**config.mk**
```make
export PLATFORM = sky130hd
export DESIGN_NAME = minus_unit_arbiter_flat
export DESIGN_NICKNAME = d
export VERILOG_FILES = /design/src/rtl/minus_unit_arbiter_if.sv /design/src/rtl/minus_unit_arbiter.sv /design/src/flat_wrapper.sv
export SDC_FILE = /design/constraint.sdc
export NUM_CORES = 1
export LEC_CHECK = 0
export CORE_ASPECT_RATIO = 1.1
export CORE_MARGIN = 3
export CORE_UTILIZATION = 34
export CTS_CLUSTER_SIZE = 10
export DETAILED_ROUTE_END_ITERATION = 8
export PLACE_DENSITY = 0.88
export SYNTH_ARGS = -nofsm -noshare
export SYNTH_HDL_FRONTEND = slang
export SYNTH_HIERARCHICAL = 1
export SYNTH_SLANG_ARGS = --single-unit
```
**constraint.sdc**
```tcl
create_clock -name clock -period 5.79 [get_ports clock]
set_clock_uncertainty 0.05 [all_clocks]
set_input_delay 1.4475 -clock clock [delete_from_list [all_inputs] [get_ports clock]]
set_output_delay 1.4475 -clock clock [all_outputs]
set_load 0.02 [all_outputs]
```
**src/rtl/minus_unit_arbiter_if.sv**
```systemverilog
// Bus bundle between requesters, the shared subtractor, the result consumer and minus_unit_arbiter.
// MINUS_ARB_BORROW_EN adds io_resp_borrow.
interface minus_unit_arbiter_if #(
    parameter int NUM_REQ = 4,
    parameter int WIDTH   = 16,
    parameter int ID_W    = 2
);
    logic [NUM_REQ-1:0]       io_req_valid;
    logic [NUM_REQ-1:0]       io_req_ready;
    logic [NUM_REQ*WIDTH-1:0] io_req_in1;
    logic [NUM_REQ*WIDTH-1:0] io_req_in2;
    logic [WIDTH-1:0]         io_sub_in1;
    logic [WIDTH-1:0]         io_sub_in2;
    logic [WIDTH-1:0]         io_sub_out;
    logic                     io_resp_valid;
    logic                     io_resp_ready;
    logic [WIDTH-1:0]         io_resp_out;
    logic [ID_W-1:0]          io_resp_id;
`ifdef MINUS_ARB_BORROW_EN
    logic                     io_resp_borrow;
`endif

    // master: the client side (requesters, subtractor, consumer)
    modport master (
        output io_req_valid, io_req_in1, io_req_in2, io_sub_out, io_resp_ready,
        input  io_req_ready, io_sub_in1, io_sub_in2, io_resp_valid, io_resp_out, io_resp_id
`ifdef MINUS_ARB_BORROW_EN
      , input  io_resp_borrow
`endif
    );

    modport slave (
        input  io_req_valid, io_req_in1, io_req_in2, io_sub_out, io_resp_ready,
        output io_req_ready, io_sub_in1, io_sub_in2, io_resp_valid, io_resp_out, io_resp_id
`ifdef MINUS_ARB_BORROW_EN
      , output io_resp_borrow
`endif
    );
endinterface

```
**src/rtl/minus_unit_arbiter.sv**
```systemverilog
// Round-robin arbiter sharing one combinational subtractor among NUM_REQ requesters.
// Define MINUS_ARB_BORROW_EN to register and expose an unsigned-borrow flag with each result.

module minus_unit_arbiter_lane #(
    parameter int WIDTH = 16
) (
    input  logic             gnt,
    input  logic [WIDTH-1:0] in1,
    input  logic [WIDTH-1:0] in2,
    output logic [WIDTH-1:0] sel_in1,
    output logic [WIDTH-1:0] sel_in2
);
    assign sel_in1 = gnt ? in1 : '0;
    assign sel_in2 = gnt ? in2 : '0;
endmodule

module minus_unit_arbiter #(
    parameter int NUM_REQ = 4,
    parameter int WIDTH   = 16,
    parameter int ID_W    = 2
) (
    input  logic                clock,
    input  logic                reset,
    minus_unit_arbiter_if.slave bus
);
    typedef enum logic {EMPTY, FULL} state_t;

    state_t                           state_q, state_d;
    logic [ID_W-1:0]                  rr_ptr;
    logic [ID_W-1:0]                  gnt_idx;
    logic                             gnt_any;
    logic                             can_issue;
    logic                             grant;
    logic [NUM_REQ-1:0]               gnt_oh;
    logic [NUM_REQ-1:0][WIDTH-1:0]    sel_in1, sel_in2;
    logic [WIDTH-1:0]                 sub_in1, sub_in2;
    logic [WIDTH-1:0]                 resp_out_q;
    logic [ID_W-1:0]                  resp_id_q;

    // First valid requester at or after rr_ptr, wrapping modulo NUM_REQ
    always_comb begin
        logic [ID_W-1:0] idx;
        gnt_any = 1'b0;
        gnt_idx = '0;
        idx     = '0;
        for (int k = 0; k < NUM_REQ; k++) begin
            idx = ID_W'((int'(rr_ptr) + k) % NUM_REQ);
            if (!gnt_any && bus.io_req_valid[idx]) begin
                gnt_any = 1'b1;
                gnt_idx = idx;
            end
        end
    end

    // Reset gates issue so no grant leaks out while the block is held in reset
    assign can_issue = !reset && (state_q == EMPTY || bus.io_resp_ready);
    assign grant     = can_issue && gnt_any;

    always_ff @(posedge clock) begin
        if (reset) state_q <= EMPTY;
        else       state_q <= state_d;
    end

    always_comb begin
        state_d = state_q;
        gnt_oh  = '0;
        if (grant) begin
            gnt_oh[gnt_idx] = 1'b1;
            state_d         = FULL;
        end else if (state_q == FULL && bus.io_resp_ready) begin
            state_d = EMPTY;
        end
    end

    for (genvar i = 0; i < NUM_REQ; i++) begin : g_lane
        minus_unit_arbiter_lane #(.WIDTH(WIDTH)) u_lane (
            .gnt     (gnt_oh[i]),
            .in1     (bus.io_req_in1[i*WIDTH +: WIDTH]),
            .in2     (bus.io_req_in2[i*WIDTH +: WIDTH]),
            .sel_in1 (sel_in1[i]),
            .sel_in2 (sel_in2[i])
        );
    end

    // Grant is one-hot, so OR-combining the masked lanes is the operand mux
    always_comb begin
        sub_in1 = '0;
        sub_in2 = '0;
        for (int i = 0; i < NUM_REQ; i++) begin
            sub_in1 = sub_in1 | sel_in1[i];
            sub_in2 = sub_in2 | sel_in2[i];
        end
    end

    always_ff @(posedge clock) begin
        if (reset) begin
            rr_ptr     <= '0;
            resp_out_q <= '0;
            resp_id_q  <= '0;
        end else if (grant) begin
            rr_ptr     <= (gnt_idx == ID_W'(NUM_REQ - 1)) ? '0 : gnt_idx + ID_W'(1);
            resp_out_q <= bus.io_sub_out;
            resp_id_q  <= gnt_idx;
        end
    end

`ifdef MINUS_ARB_BORROW_EN
    logic borrow_q;
    always_ff @(posedge clock) begin
        if (reset)      borrow_q <= 1'b0;
        else if (grant) borrow_q <= (sub_in1 < sub_in2);
    end
    assign bus.io_resp_borrow = borrow_q;
`endif

    assign bus.io_req_ready  = gnt_oh;
    assign bus.io_sub_in1    = sub_in1;
    assign bus.io_sub_in2    = sub_in2;
    assign bus.io_resp_valid = (state_q == FULL);
    assign bus.io_resp_out   = resp_out_q;
    assign bus.io_resp_id    = resp_id_q;
endmodule
```
**src/flat_wrapper.sv**
```systemverilog
// flat-port wrapper written by rule: the top's interface ports become plain ports
module minus_unit_arbiter_flat 
#(
    parameter int NUM_REQ = 4,
    parameter int WIDTH   = 16,
    parameter int ID_W    = 2
)
  (clock, reset, bus_io_req_valid, bus_io_req_in1, bus_io_req_in2, bus_io_sub_out, bus_io_resp_ready, bus_io_req_ready, bus_io_sub_in1, bus_io_sub_in2, bus_io_resp_valid, bus_io_resp_out, bus_io_resp_id);
  minus_unit_arbiter_if #(.NUM_REQ(NUM_REQ), .WIDTH(WIDTH), .ID_W(ID_W)) bus_i ();
  input  logic clock;
  input  logic reset;
  input wire logic [$bits(bus_i.io_req_valid)-1:0] bus_io_req_valid;
  input wire logic [$bits(bus_i.io_req_in1)-1:0] bus_io_req_in1;
  input wire logic [$bits(bus_i.io_req_in2)-1:0] bus_io_req_in2;
  input wire logic [$bits(bus_i.io_sub_out)-1:0] bus_io_sub_out;
  input wire logic [$bits(bus_i.io_resp_ready)-1:0] bus_io_resp_ready;
  output wire logic [$bits(bus_i.io_req_ready)-1:0] bus_io_req_ready;
  output wire logic [$bits(bus_i.io_sub_in1)-1:0] bus_io_sub_in1;
  output wire logic [$bits(bus_i.io_sub_in2)-1:0] bus_io_sub_in2;
  output wire logic [$bits(bus_i.io_resp_valid)-1:0] bus_io_resp_valid;
  output wire logic [$bits(bus_i.io_resp_out)-1:0] bus_io_resp_out;
  output wire logic [$bits(bus_i.io_resp_id)-1:0] bus_io_resp_id;
  assign bus_i.io_req_valid = bus_io_req_valid;
  assign bus_i.io_req_in1 = bus_io_req_in1;
  assign bus_i.io_req_in2 = bus_io_req_in2;
  assign bus_i.io_sub_out = bus_io_sub_out;
  assign bus_i.io_resp_ready = bus_io_resp_ready;
  assign bus_io_req_ready = bus_i.io_req_ready;
  assign bus_io_sub_in1 = bus_i.io_sub_in1;
  assign bus_io_sub_in2 = bus_i.io_sub_in2;
  assign bus_io_resp_valid = bus_i.io_resp_valid;
  assign bus_io_resp_out = bus_i.io_resp_out;
  assign bus_io_resp_id = bus_i.io_resp_id;
  minus_unit_arbiter #(.NUM_REQ(NUM_REQ), .WIDTH(WIDTH), .ID_W(ID_W)) u_core (.clock(clock), .reset(reset), .bus(bus_i));
endmodule
```
Word level (Yosys, flattened, before mapping)
Index checks and enable logic that the tools add are counted.
{ "classes": {"n_mux": 30, "n_eq_ne": 1, "reduce_logical": 13, "order_cmp": 6, "addsub": 4, "n_bitwise": 7} }
{ "op_table": {"columns": ["operator", "count"], "rows": [
  ["2-to-1 mux 16 bit", 8],
  ["bitwise OR 16 bit", 6],
  ["less-than comparator 2 x 3 -> 1 bit, second input constant", 5],
  ["2-to-1 mux 1 bit", 11],
  ["2-to-1 mux 2 bit", 5],
  ["binary-select mux 1 bit (select 2 bit)", 4],
  ["logical AND 1 bit", 7],
  ["adder 2 x 1 -> 2 bit, second input constant", 2],
  ["adder 2 bit, second input constant", 2],
  ["zero test 1 bit", 4],
  ["2-to-1 mux 4 bit", 1],
  ["demux 1 bit (select 2 bit)", 1],
  ["equality test 2 bit, second input constant", 1],
  [">= comparator 2 x 1 -> 1 bit, second input constant", 1],
  ["nonzero test 2 bit", 1],
  ["logical OR 1 bit", 1],
  ["NOT 1 bit", 1]
]} }
{ "totals": {"in_bits": 151, "reg_bits": 21, "out_inout_bits": 55, "wordCells": 65} }

Logic depth before layout (Yosys ltp)
Gate-level depths: netlist of run 1.
{ "logic_depth": {"depth_word": 21, "mapped_depth": 9, "depth_no_buf": 8} }

By module
The synthesis of run 1 kept the hierarchy.
{ "modules_own_cells": {"columns": ["mod", "area_each_um2", "cells_per_inst", "seq_area_each_um2", "instances"], "rows": [
  ["minus_unit_arbiter", 1242.4, 144, 420.4, 1],
  ["minus_unit_arbiter_lane", 255.2, 35, 0.0, 4]
]} }

Least setup slack after synthesis of run 1
No wires, ideal clock.
{ "synth_path": {"path_type": "input-to-output", "start": "input bus_io_req_valid[0]", "end": "output bus_io_sub_in1[0]", "required_ps": 4293, "t_arrival_ps": 3530, "cell_stages": 9, "path_slack_ps": 762, "path_buffers": 3, "cell_sequence": "nor4_4 > buf_6 > buf_12 > nor2_1 > ha_1 > and2_1 > clkbuf_2 > and2_2 > or4_1"} }
{ "synth_rtl": {"columns": ["item", "line_no", "rtl"], "rows": [
  ["from (decl)", "flat_wrapper.sv:12", "input wire logic [$bits(bus_i.io_req_valid)-1:0] bus_io_req_valid;"],
  ["to (decl)", "flat_wrapper.sv:18", "output wire logic [$bits(bus_i.io_sub_in1)-1:0] bus_io_sub_in1;"]
]} }

==> PnR_summary.wiki, run 1 <==
{| class="wikitable"
! Metric !! Value
|-
| Hold-critical path endpoint || u_core/bus.io_resp_out[14]
|-
| Outcome || completed
|-
| Number of global-route vias before repair || 2876
|-
| Instance area at placement || 4430 um^2
|-
| Layout cell share with drive strength beyond 1 || 0.347
|-
| Placed cell count || 563
|-
| Number of I/O port buffers || 205
|-
| Clock transition at the registers of the reported paths || 0.07 ns
|-
| # IOs || 206
|-
| Post-Syn Nets || 439
|-
| FFs w/ async S/R, synth || 0
|-
| Final instance area || 4380 um^2
|-
| Worst Hold Depth || 2
|-
| Routed WL || 9300 um
|-
| Initial core utilization || 0.359
|-
| Area Overhead vs Synth || 93.4%
|-
| Final worst-path cycle share || 0.983
|-
| Slew Viols, Final || 0
|-
| Leak Pwr || 2.03 nW
|-
| Relative slew slack || 0.639
|-
| Die width || 83.8 um
|-
| Clock tree from TritonCTS || built
|-
| # Max-Cap Violations || 0
|-
| Total iterations of the first detailed-routing run || 4
|-
| Setup slack of the most critical reg-to-reg path || 4.09 ns
|-
| Detailed-route vias per instance || 4.84
|-
| Drc violations || 0
|-
| Synth top area share || 0.425
|-
| Largest net degree at the start of global routing || 34
|-
| Post-synthesis register bit count || 21
|-
| CTS Sinks || 21
|-
| Placeable core region || 6310 um^2
|-
| Share of total power in sequential cells || 0.244
|-
| Max FO, Critical Path || 33
|-
| Routability cong. || 0.896
|-
| Synth Area per Inst || 7.97 um^2
|-
| Sequential Area || 420 um^2
|-
| Yosys warning count || 6
|-
| CP required || 4.29 ns
|-
| Comb pwr share || 0.618
|-
| Fraction of power spent switching nets || 0.357
|-
| Clock root buffer || sky130_fd_sc_hd__clkbuf_8
|-
| Aggregate global routing overflow || 0
|-
| Height of the die || 91.6 um
|-
| Post-synth top flop || sky130_fd_sc_hd__dfxtp_1
|-
| Setup violators final || 0
|-
| Synthesized-area fraction occupied by ao, oa, aoi and oai cells || 0.0796
|-
| GR Util All Layers || 0.235
|-
| Worst flop-to-flop path endpoint || u_core/rr_ptr[1]
|-
| Fill cell total of the finished layout || 496
|-
| Worst-case clock buffer depth || 2
|-
| Largest voltage drop on the vdd net || 0.185 mV
|-
| Core Rows || 30
|-
| Unrepaired setup endpoints after global routing || false
|-
| Initial antenna violation count || 0
|-
| Count of cell types in the netlist || 31
|-
| Power density relative to cell area || 157 nW/um^2
|-
| HPWL Detailed || 7360 um
|-
| Transition time at the pin with the least slew margin || 0.538 ns
|-
| Sequential share of the synthesized area || 0.186
|-
| Total via count after detailed routing || 2742
|-
| Multiplexer share of the synthesized area || 0.0133
|-
| Clk network pwr share || 0.137
|-
| Syn Inst Count || 284
|-
| Number of buffers added by the clock tree synthesis step || 3
|-
| Area of the die || 7670 um^2
|-
| Worst skew pair latency || 0.26 ns
|-
| Achievable Freq || 176 MHz
|-
| Detailed router's first-iteration violation count || 51
|-
| Number of flops mapped to enable cells by yosys || 0
|-
| Footprint of the multi-input gates || 1690 um^2
|-
| Cell type contributing the most total cell area after synthesis || sky130_fd_sc_hd__and2_2
|-
| Post-route ant nets || 0
|-
| Top cells by area in the synthesized netlist || sky130_fd_sc_hd__and2_2 42%, sky130_fd_sc_hd__dfxtp_1 19%, sky130_fd_sc_hd__or4_1 11%, sky130_fd_sc_hd__nand2_1 5.8%, sky130_fd_sc_hd__o211ai_1 5.0%
|-
| Combinational family with the most area after synthesis || simple AND/OR/NAND/NOR gates
|-
| Kind of start point of the critical path || primary input
|-
| Net load switching power || 245 uW
|-
| Final critical path time including I/O delays and setup || 5.69 ns
|-
| Crit end category || output pin
|-
| Worst min-delay path class || reg2reg
|-
| Most frequent cell after synthesis || sky130_fd_sc_hd__and2_2
|-
| Finished Layout Cells || 567
|-
| Class of the most critical setup path || in2out
|-
| Post-synthesis share of cell area spent on full adders, half adders and majority gates || 0.0221
|-
| Startpoint of the worst register-to-register path || u_core/rr_ptr[1]
|-
| Startpoint of the tightest hold check path || u_core/bus.io_resp_out[14]
|-
| Final Hold Fails || 0
|-
| Antenna cells || 0
|-
| Layout Nets || 643
|-
| Fraction of the mapped netlist area in simple logic gates || 0.633
|-
| DR WL/cell || 16.4 um
|-
| Most frequent cells after synthesis || 128 x sky130_fd_sc_hd__and2_2, 35 x sky130_fd_sc_hd__nand2_1, 32 x sky130_fd_sc_hd__or4_1
|-
| Arr. time, crit path || 4.19 ns
|-
| XOR/XNOR share of the synthesized area || 0
|-
| Global-route wire length before repair || 14800 um
|-
| CTS HTree Levels || 1
|-
| Int Power || 443 uW
|-
| Worst reg2reg path depth || 8
|-
| Total standard cell area after synthesis || 2260 um^2
|}
per-stage QoR:
step	worst slack [ns]	utilization	setup TNS [ns]	hold slack, ns	power, mW
floorplan	0.762	-	0	0.454	0.377
global placement	-0.0929	0.703	-2.01	0.386	0.624
detailed placement	-0.163	0.703	-3.77	0.398	0.634
CTS	0.0432	0.704	0	0.411	0.696
global route	0.000591	0.694	0	0.445	0.731
finish	0.0994	0.694	0	0.404	0.688
cell type report:
type                       instances  area share
clock buffer                       4      0.0103
tap                               80      0.0229
sequential                        21      0.0961
inverter                           5     0.00429
multi-input combinational        239       0.387
timing repair buffer             218       0.480
registers in the layout, indices dropped and copies added, names as in the netlist:
| name | cells |
|---|---|
| u_core/bus.io_resp_out | 16 |
| u_core/bus.io_resp_id | 2 |
| u_core/rr_ptr | 2 |
| u_core/bus.io_resp_valid | 1 |
critical path, cell delays in order:
cell and delay, ns:
sky130_fd_sc_hd__clkdlybuf4s50_1 0.48, sky130_fd_sc_hd__inv_1 0.07, sky130_fd_sc_hd__a22oi_1 0.20, sky130_fd_sc_hd__o221ai_1 0.17, sky130_fd_sc_hd__or2_2 0.32, sky130_fd_sc_hd__ha_1 0.19
sky130_fd_sc_hd__and2_1 0.16, sky130_fd_sc_hd__buf_12 0.16, sky130_fd_sc_hd__and2_2 0.18, sky130_fd_sc_hd__or4_1 0.49, sky130_fd_sc_hd__clkdlybuf4s15_1 0.30
power by group through the flow:
stage                     registers [mW]  clock network, mW  logic (mW)
after floorplan                    0.184                  0       0.193
after global placement             0.170                  0       0.454
after detailed placement           0.171                  0       0.462
after CTS                          0.168             0.0959       0.432
after global routing               0.170              0.104       0.457
final                              0.168             0.0945       0.426
repair_timing:
action / CTS / global route
setup buffers: 0 / 0
hold buffers: 0 / 0
endpoints found under the setup margin: 32 / 32
gates resized for setup: 32 / 51
cells by family after synthesis:
| logic type | count (synthesis) |
|---|---|
| and+or+nand+nor | 208 |
| muxes | 3 |
| buffers and inverters | 24 |
| DFF | 21 |
| AOI/OAI and AO/OA | 24 |
| adders and majority gates | 4 |
worst max path at each step:
stage                     slack, ns           startpoint            endpoint  cells after the start
final                           0.1  bus_io_req_valid[3]   bus_io_sub_in2[4]                     11
after global routing         0.0006  bus_io_req_valid[3]   bus_io_sub_in2[4]                     11
after CTS                      0.04  bus_io_req_valid[3]  bus_io_sub_in1[11]                     11
after detailed placement      -0.16  bus_io_req_valid[3]  bus_io_sub_in1[11]                     11
after global placement        -0.09  bus_io_req_valid[0]   bus_io_sub_in2[9]                     11
after floorplan                0.76  bus_io_req_valid[0]   bus_io_sub_in1[0]                      9
metal layers:
metal  vias to the layer above  track usage  wire (um)
li1                       1360            -          -
met4                         0       0.0523        125
met3                        11       0.0454        658
met1                      1243        0.259       3520
met5                         -            0          0
met2                       128        0.459       4990
placed cells by master, fill, tap and decap left out, types with 2 or more instances in the layout:
master                            instances
sky130_fd_sc_hd__a21oi_1                  2
sky130_fd_sc_hd__ha_1                     4
sky130_fd_sc_hd__dlygate4sd2_1            2
sky130_fd_sc_hd__and2_2                 128
sky130_fd_sc_hd__nand2_1                 35
sky130_fd_sc_hd__o211ai_1                15
sky130_fd_sc_hd__or4_1                   32
sky130_fd_sc_hd__buf_12                   4
sky130_fd_sc_hd__clkbuf_2                20
sky130_fd_sc_hd__buf_4                    9
sky130_fd_sc_hd__clkdlybuf4s15_1         10
sky130_fd_sc_hd__mux2i_1                  3
sky130_fd_sc_hd__and2_1                   4
sky130_fd_sc_hd__clkdlybuf4s50_1        172
sky130_fd_sc_hd__nor2_1                   2
sky130_fd_sc_hd__inv_1                    3
sky130_fd_sc_hd__dfxtp_1                 21
sky130_fd_sc_hd__clkbuf_8                 3
sky130_fd_sc_hd__nor2b_1                  2
Note: power is estimated with default switching activity, not from simulation.
==> inputs of run 2 (changes only) <==
--- a/config.mk
+++ b/config.mk
@@ -11,6 +11,7 @@
 export CTS_CLUSTER_SIZE = 10
 export DETAILED_ROUTE_END_ITERATION = 8
 export PLACE_DENSITY = 0.88
+export SETUP_SLACK_MARGIN = 0.2
 export SYNTH_ARGS = -nofsm -noshare
 export SYNTH_HDL_FRONTEND = slang
 export SYNTH_HIERARCHICAL = 1
==> PnR_summary.wiki, run 2 (synthesis gave the netlist of run 1 again) <==
{| class="wikitable"
! Metric !! Value
|-
| Clock transition at the registers of the reported paths || 0.07 ns
|-
| Total iterations of the first detailed-routing run || 4
|-
| Finished Layout Cells || 567
|-
| Transition time at the pin with the least slew margin || 0.540 ns
|-
| Largest register FFs || 16
|-
| HPWL Detailed || 7360 um
|-
| Int Power || 439 uW
|-
| Setup slack of the most critical reg-to-reg path || 4.07 ns
|-
| Worst reg2reg path depth || 7
|-
| Clock root buffer || sky130_fd_sc_hd__clkbuf_8
|-
| Placeable core region || 6310 um^2
|-
| Total Negative Setup Slacks || 0 ns
|-
| Class of the most critical setup path || in2out
|-
| Arr. time, crit path || 4.02 ns
|-
| Detailed router's first-iteration violation count || 58
|-
| Core Rows || 30
|-
| Routed WL || 9370 um
|-
| # Max-Cap Violations || 0
|-
| Number of global-route vias before repair || 2875
|-
| # IOs || 206
|-
| Routability cong. || 0.896
|-
| Aggregate global routing overflow || 0
|-
| Placed cell count || 563
|-
| Worst skew pair latency || 0.26 ns
|-
| Global-route wire length before repair || 14800 um
|-
| Post-route ant nets || 0
|-
| Achievable Freq || 181 MHz
|-
| Height of the die || 91.6 um
|-
| Number of buffers added by the clock tree synthesis step || 3
|-
| Clock tree from TritonCTS || built
|-
| Layout Nets || 643
|-
| CTS Sinks || 21
|-
| Relative slew slack || 0.637
|-
| CP required || 4.29 ns
|-
| Outcome || completed
|-
| Highest-count cells in the layout ignoring fill and taps || 170 x sky130_fd_sc_hd__clkdlybuf4s50_1, 128 x sky130_fd_sc_hd__and2_2, 35 x sky130_fd_sc_hd__nand2_1, 32 x sky130_fd_sc_hd__or4_1, 31 x sky130_fd_sc_hd__buf_2
|-
| Worst-case clock buffer depth || 2
|-
| Worst min-delay path class || reg2reg
|-
| Max FO, Critical Path || 33
|-
| Crit end category || output pin
|-
| Final critical path time including I/O delays and setup || 5.52 ns
|-
| Worst slack on hold paths || 0.404 ns
|-
| Final instance area || 4340 um^2
|-
| Instance area at placement || 4430 um^2
|-
| Final Hold Fails || 0
|-
| Initial antenna violation count || 0
|-
| Antenna cells || 0
|-
| Detailed-route vias per instance || 4.84
|-
| Net load switching power || 247 uW
|-
| Power density relative to cell area || 158 nW/um^2
|-
| Fraction of power spent switching nets || 0.360
|-
| Worst Hold Depth || 2
|-
| Quantity of hold-fixing buffers added after cts || 0
|-
| CTS HTree Levels || 1
|-
| Clk network pwr share || 0.137
|-
| Area of the die || 7670 um^2
|-
| Total via count after detailed routing || 2742
|-
| Share of total power in sequential cells || 0.246
|-
| Unrepaired setup endpoints after global routing || false
|-
| Largest net degree at the start of global routing || 34
|-
| Number of I/O port buffers || 205
|-
| Largest voltage drop on the vdd net || 0.184 mV
|-
| Kind of start point of the critical path || primary input
|-
| Setup violators final || 0
|-
| Final core area utilization || 0.689
|-
| DR WL/cell || 16.5 um
|-
| Die width || 83.8 um
|-
| Drc violations || 0
|-
| Slew Viols, Final || 0
|-
| Leading cell type in the layout, fill and taps excluded || sky130_fd_sc_hd__clkdlybuf4s50_1
|-
| GR Util All Layers || 0.236
|-
| Area Overhead vs Synth || 91.9%
|-
| Final worst-path cycle share || 0.953
|-
| Leak Pwr || 2.05 nW
|-
| Comb pwr share || 0.617
|-
| Initial core utilization || 0.359
|-
| Layout cell share with drive strength beyond 1 || 0.378
|}
-- run 2: metrics by stage --
| stage | total power, mW | worst slack, ns |
|---|---|---|
| floorplan | 0.377 | 0.762 |
| global placement | 0.624 | -0.0929 |
| detailed placement | 0.634 | -0.163 |
| CTS | 0.686 | 0.210 |
| global route | 0.729 | 0.185 |
| finish | 0.686 | 0.272 |
-- run 2: worst paths after layout --
path,startpoint,endpoint
worst max-delay path,bus_io_req_valid[3],bus_io_sub_in2[15]
worst min-delay path,u_core/bus.io_resp_out[14],u_core/bus.io_resp_out[14]
worst max register to register,u_core/rr_ptr[1],u_core/rr_ptr[1]
worst min register to register,u_core/bus.io_resp_out[14],u_core/bus.io_resp_out[14]
-- run 2: cell type report --
cell class                 instances  area [um^2]
timing repair buffer             218         2050
fill                             497         1960
multi-input combinational        239         1710
sequential                        21          420
tap                               80          100
clock buffer                       4         45.0
inverter                           5         18.8
-- run 2: timing repair --
action | 4_1_cts | 5_1_grt
gates resized for setup | 129 | 7
buffers inserted | 0 | 0
endpoints found under the setup margin | 32 | 32
pin swaps | 0 | 1
-- run 2: worst max-delay path, cell delays in order --
cell	delay [ns]
sky130_fd_sc_hd__clkdlybuf4s50_1	0.49
sky130_fd_sc_hd__inv_1	0.09
sky130_fd_sc_hd__a22oi_2	0.21
sky130_fd_sc_hd__o221ai_2	0.14
sky130_fd_sc_hd__or2_4	0.25
sky130_fd_sc_hd__ha_1	0.19
sky130_fd_sc_hd__and2_1	0.16
sky130_fd_sc_hd__buf_12	0.16
sky130_fd_sc_hd__and2_2	0.18
sky130_fd_sc_hd__or4_1	0.51
sky130_fd_sc_hd__buf_4	0.18
-- run 2: per-layer routing --
metal  up-vias  track usage  part of all wire
met5         -            0                 0
met4         0       0.0523             0.016
met3        13       0.0472             0.068
met2       128        0.459              0.53
met1      1239        0.258              0.38
li1       1362            -                 -
-- run 2: power by group through the flow --
stage	clock network (mW)	registers (mW)	logic [mW]
3_5_place_dp	0	0.171	0.462
4_1_cts	0.0959	0.168	0.422
3_3_place_gp	0	0.170	0.454
5_1_grt	0.104	0.171	0.454
2_1_floorplan	0	0.184	0.193
6_report	0.0943	0.169	0.423
==> inputs of run 3 (changes only) <==
==> constraint.sdc (replaced) <==
create_clock -name clock -period 6.85 [get_ports clock]
set_clock_uncertainty 0.05 [all_clocks]
set_input_delay 1.7125 -clock clock [delete_from_list [all_inputs] [get_ports clock]]
set_output_delay 1.7125 -clock clock [all_outputs]
set_load 0.02 [all_outputs]
==> PnR_summary.wiki, run 3 (synthesis gave the netlist of run 1 again) <==
{| class="wikitable"
! Metric !! Value
|-
| GR Util All Layers || 0.223
|-
| Aggregate global routing overflow || 0
|-
| Detailed router's first-iteration violation count || 81
|-
| Finished Layout Cells || 562
|-
| Int Power || 398 uW
|-
| Clock root buffer || sky130_fd_sc_hd__clkbuf_8
|-
| Comb pwr share || 0.633
|-
| Fraction of power spent switching nets || 0.338
|-
| Quantity of hold-fixing buffers added after cts || 0
|-
| CP required || 5.09 ns
|-
| Highest-count cells in the layout ignoring fill and taps || 205 x sky130_fd_sc_hd__clkdlybuf4s50_1, 128 x sky130_fd_sc_hd__and2_2, 35 x sky130_fd_sc_hd__nand2_1, 32 x sky130_fd_sc_hd__or4_1, 21 x sky130_fd_sc_hd__dfxtp_1
|-
| Crit end category || output pin
|-
| Startpoint of the tightest hold check path || u_core/bus.io_resp_out[14]
|-
| Area Overhead vs Synth || 95.0%
|-
| Number of buffers added by the clock tree synthesis step || 3
|-
| Net load switching power || 204 uW
|-
| Slew Viols, Final || 0
|-
| Core Rows || 30
|-
| Largest voltage drop on the vdd net || 0.167 mV
|-
| Die width || 83.8 um
|-
| Worst slack on hold paths || 0.399 ns
|-
| DR WL/cell || 16.0 um
|-
| CTS Sinks || 21
|-
| Power density relative to cell area || 136 nW/um^2
|-
| Unrepaired setup endpoints after global routing || false
|-
| # IOs || 206
|-
| Total via count after detailed routing || 2761
|-
| Routed WL || 9000 um
|-
| Slowest library cell on the worst path || sky130_fd_sc_hd__clkdlybuf4s50_1
|-
| Leak Pwr || 1.95 nW
|-
| CTS HTree Levels || 1
|-
| Largest register FFs || 16
|-
| Worst slack at placement || 0.335 ns
|-
| Number of I/O port buffers || 205
|-
| Area of the die || 7670 um^2
|-
| Initial core utilization || 0.359
|-
| Share of total power in sequential cells || 0.236
|-
| Crit path largest cell delay || 0.56 ns
|-
| Max FO, Critical Path || 33
|-
| Final critical path time including I/O delays and setup || 6.52 ns
|-
| Startpoint of the worst register-to-register path || u_core/rr_ptr[1]
|-
| Leading cell type in the layout, fill and taps excluded || sky130_fd_sc_hd__clkdlybuf4s50_1
|-
| Worst skew pair latency || 0.25 ns
|-
| Clock tree from TritonCTS || built
|-
| Height of the die || 91.6 um
|-
| Transition time at the pin with the least slew margin || 0.955 ns
|-
| Arr. time, crit path || 4.75 ns
|-
| Setup violators final || 0
|-
| Clock transition at the registers of the reported paths || 0.07 ns
|-
| Total design power || 602 uW
|-
| Class of the most critical setup path || in2out
|-
| HPWL Detailed || 7170 um
|-
| Largest net degree at the start of global routing || 34
|-
| Library cell appearing most often on the critical path || sky130_fd_sc_hd__clkdlybuf4s50_1
|-
| Worst-case clock buffer depth || 2
|-
| Relative slew slack || 0.361
|-
| Total Negative Setup Slacks || 0 ns
|-
| Placed cell count || 558
|-
| Antenna cells || 0
|-
| Outcome || completed
|-
| Number of global-route vias before repair || 2840
|-
| Placeable core region || 6310 um^2
|-
| Post-cts repair resize count || 0
|-
| Post-route ant nets || 0
|-
| Global-route wire length before repair || 14300 um
|-
| Fill cell total of the finished layout || 495
|-
| Total iterations of the first detailed-routing run || 4
|-
| Cell-by-cell trace of the critical path || clkdlybuf4s50_1 -> inv_1 -> a22oi_1 -> o221ai_1 -> or2_2 -> ha_1 -> and2_1 -> buf_12 -> and2_2 -> or4_1 -> clkdlybuf4s50_1
|-
| Detailed-route vias per instance || 4.91
|-
| # Max-Cap Violations || 0
|-
| Drc violations || 0
|-
| Final Hold Fails || 0
|-
| Worst min-delay path class || reg2reg
|-
| Clk network pwr share || 0.130
|-
| Achievable Freq || 153 MHz
|-
| # Post-CTS Setup Buffers || 0
|-
| Launching instance or port of the critical path || bus_io_req_valid[3]
|-
| Initial antenna violation count || 0
|-
| Final worst-path cycle share || 0.951
|-
| Layout Nets || 638
|-
| Layout cell share with drive strength beyond 1 || 0.299
|-
| Kind of start point of the critical path || primary input
|-
| Worst Slack Setup Final || 0.333 ns
|-
| Routability cong. || 0.870
|}
==> run 3: cell types whose count changed in the layout (fill, tap and decap cells not counted), moves of 2 or more <==
cell,change
sky130_fd_sc_hd__clkdlybuf4s50_1,+35
sky130_fd_sc_hd__buf_2,-31
sky130_fd_sc_hd__buf_12,-2
sky130_fd_sc_hd__dlymetal6s2s_1,-2
sky130_fd_sc_hd__buf_4,-4
==> run 3: worst paths after layout <==
| check | endpoint | slack (ns) | depth (start not counted) |
|---|---|---|---|
| setup / recovery | bus_io_sub_in1[5] | 0.33 | 11 |
| hold / removal | u_core/bus.io_resp_out[14] | 0.40 | 2 |
| setup reg to reg | u_core/rr_ptr[1] | 5.12 | 8 |
| hold reg to reg | u_core/bus.io_resp_out[14] | 0.40 | 2 |
==> run 3: layout make-up <==
class                           instances  area, um^2  area share
Multi-Input combinational cell        239        1690       0.384
Sequential cell                        21         420      0.0952
Tap cell                               80         100      0.0227
Inverter                                5        18.8     0.00425
Timing Repair Buffer                  213        2140       0.484
Clock buffer                            4        45.0      0.0102
==> run 3: power by group through the flow <==
stage	combinational [mW]	sequential, mW	clock [mW]
after floorplan	0.163	0.155	0
after global placement	0.377	0.144	0
after detailed placement	0.382	0.145	0
after CTS	0.384	0.142	0.0803
after global routing	0.407	0.144	0.0851
final	0.381	0.142	0.0785
==> run 3: critical path, delay by kind of cell <==
kind,cells,cell delay (ns)
adder cells (fa/ha/maj),1,0.19
AO/OA/AOI/OAI,2,0.35
buffers and inverters,4,1.33
AND/OR/NAND/NOR,4,1.16
==> run 3: stage by stage <==
| stage | cell area [um^2] | utilization |
|---|---|---|
| 5_1_grt | 4410 | 0.700 |
| 3_3_place_gp | 4370 | 0.693 |
| 2_1_floorplan | 2260 | - |
| 4_1_cts | 4410 | 0.700 |
| 3_5_place_dp | 4370 | 0.693 |
| 6_report | 4410 | 0.700 |
==> run 3: layer usage <==
| metal | routed length [um] | track usage | part of all wire | up-vias |
|---|---|---|---|---|
| met3 | 651 | 0.0426 | 0.072 | 12 |
| met5 | 0 | 0 | 0 | - |
| met4 | 118 | 0.0523 | 0.013 | 0 |
| met1 | 3490 | 0.254 | 0.39 | 1268 |
| li1 | - | - | - | 1347 |
| met2 | 4740 | 0.422 | 0.53 | 134 |
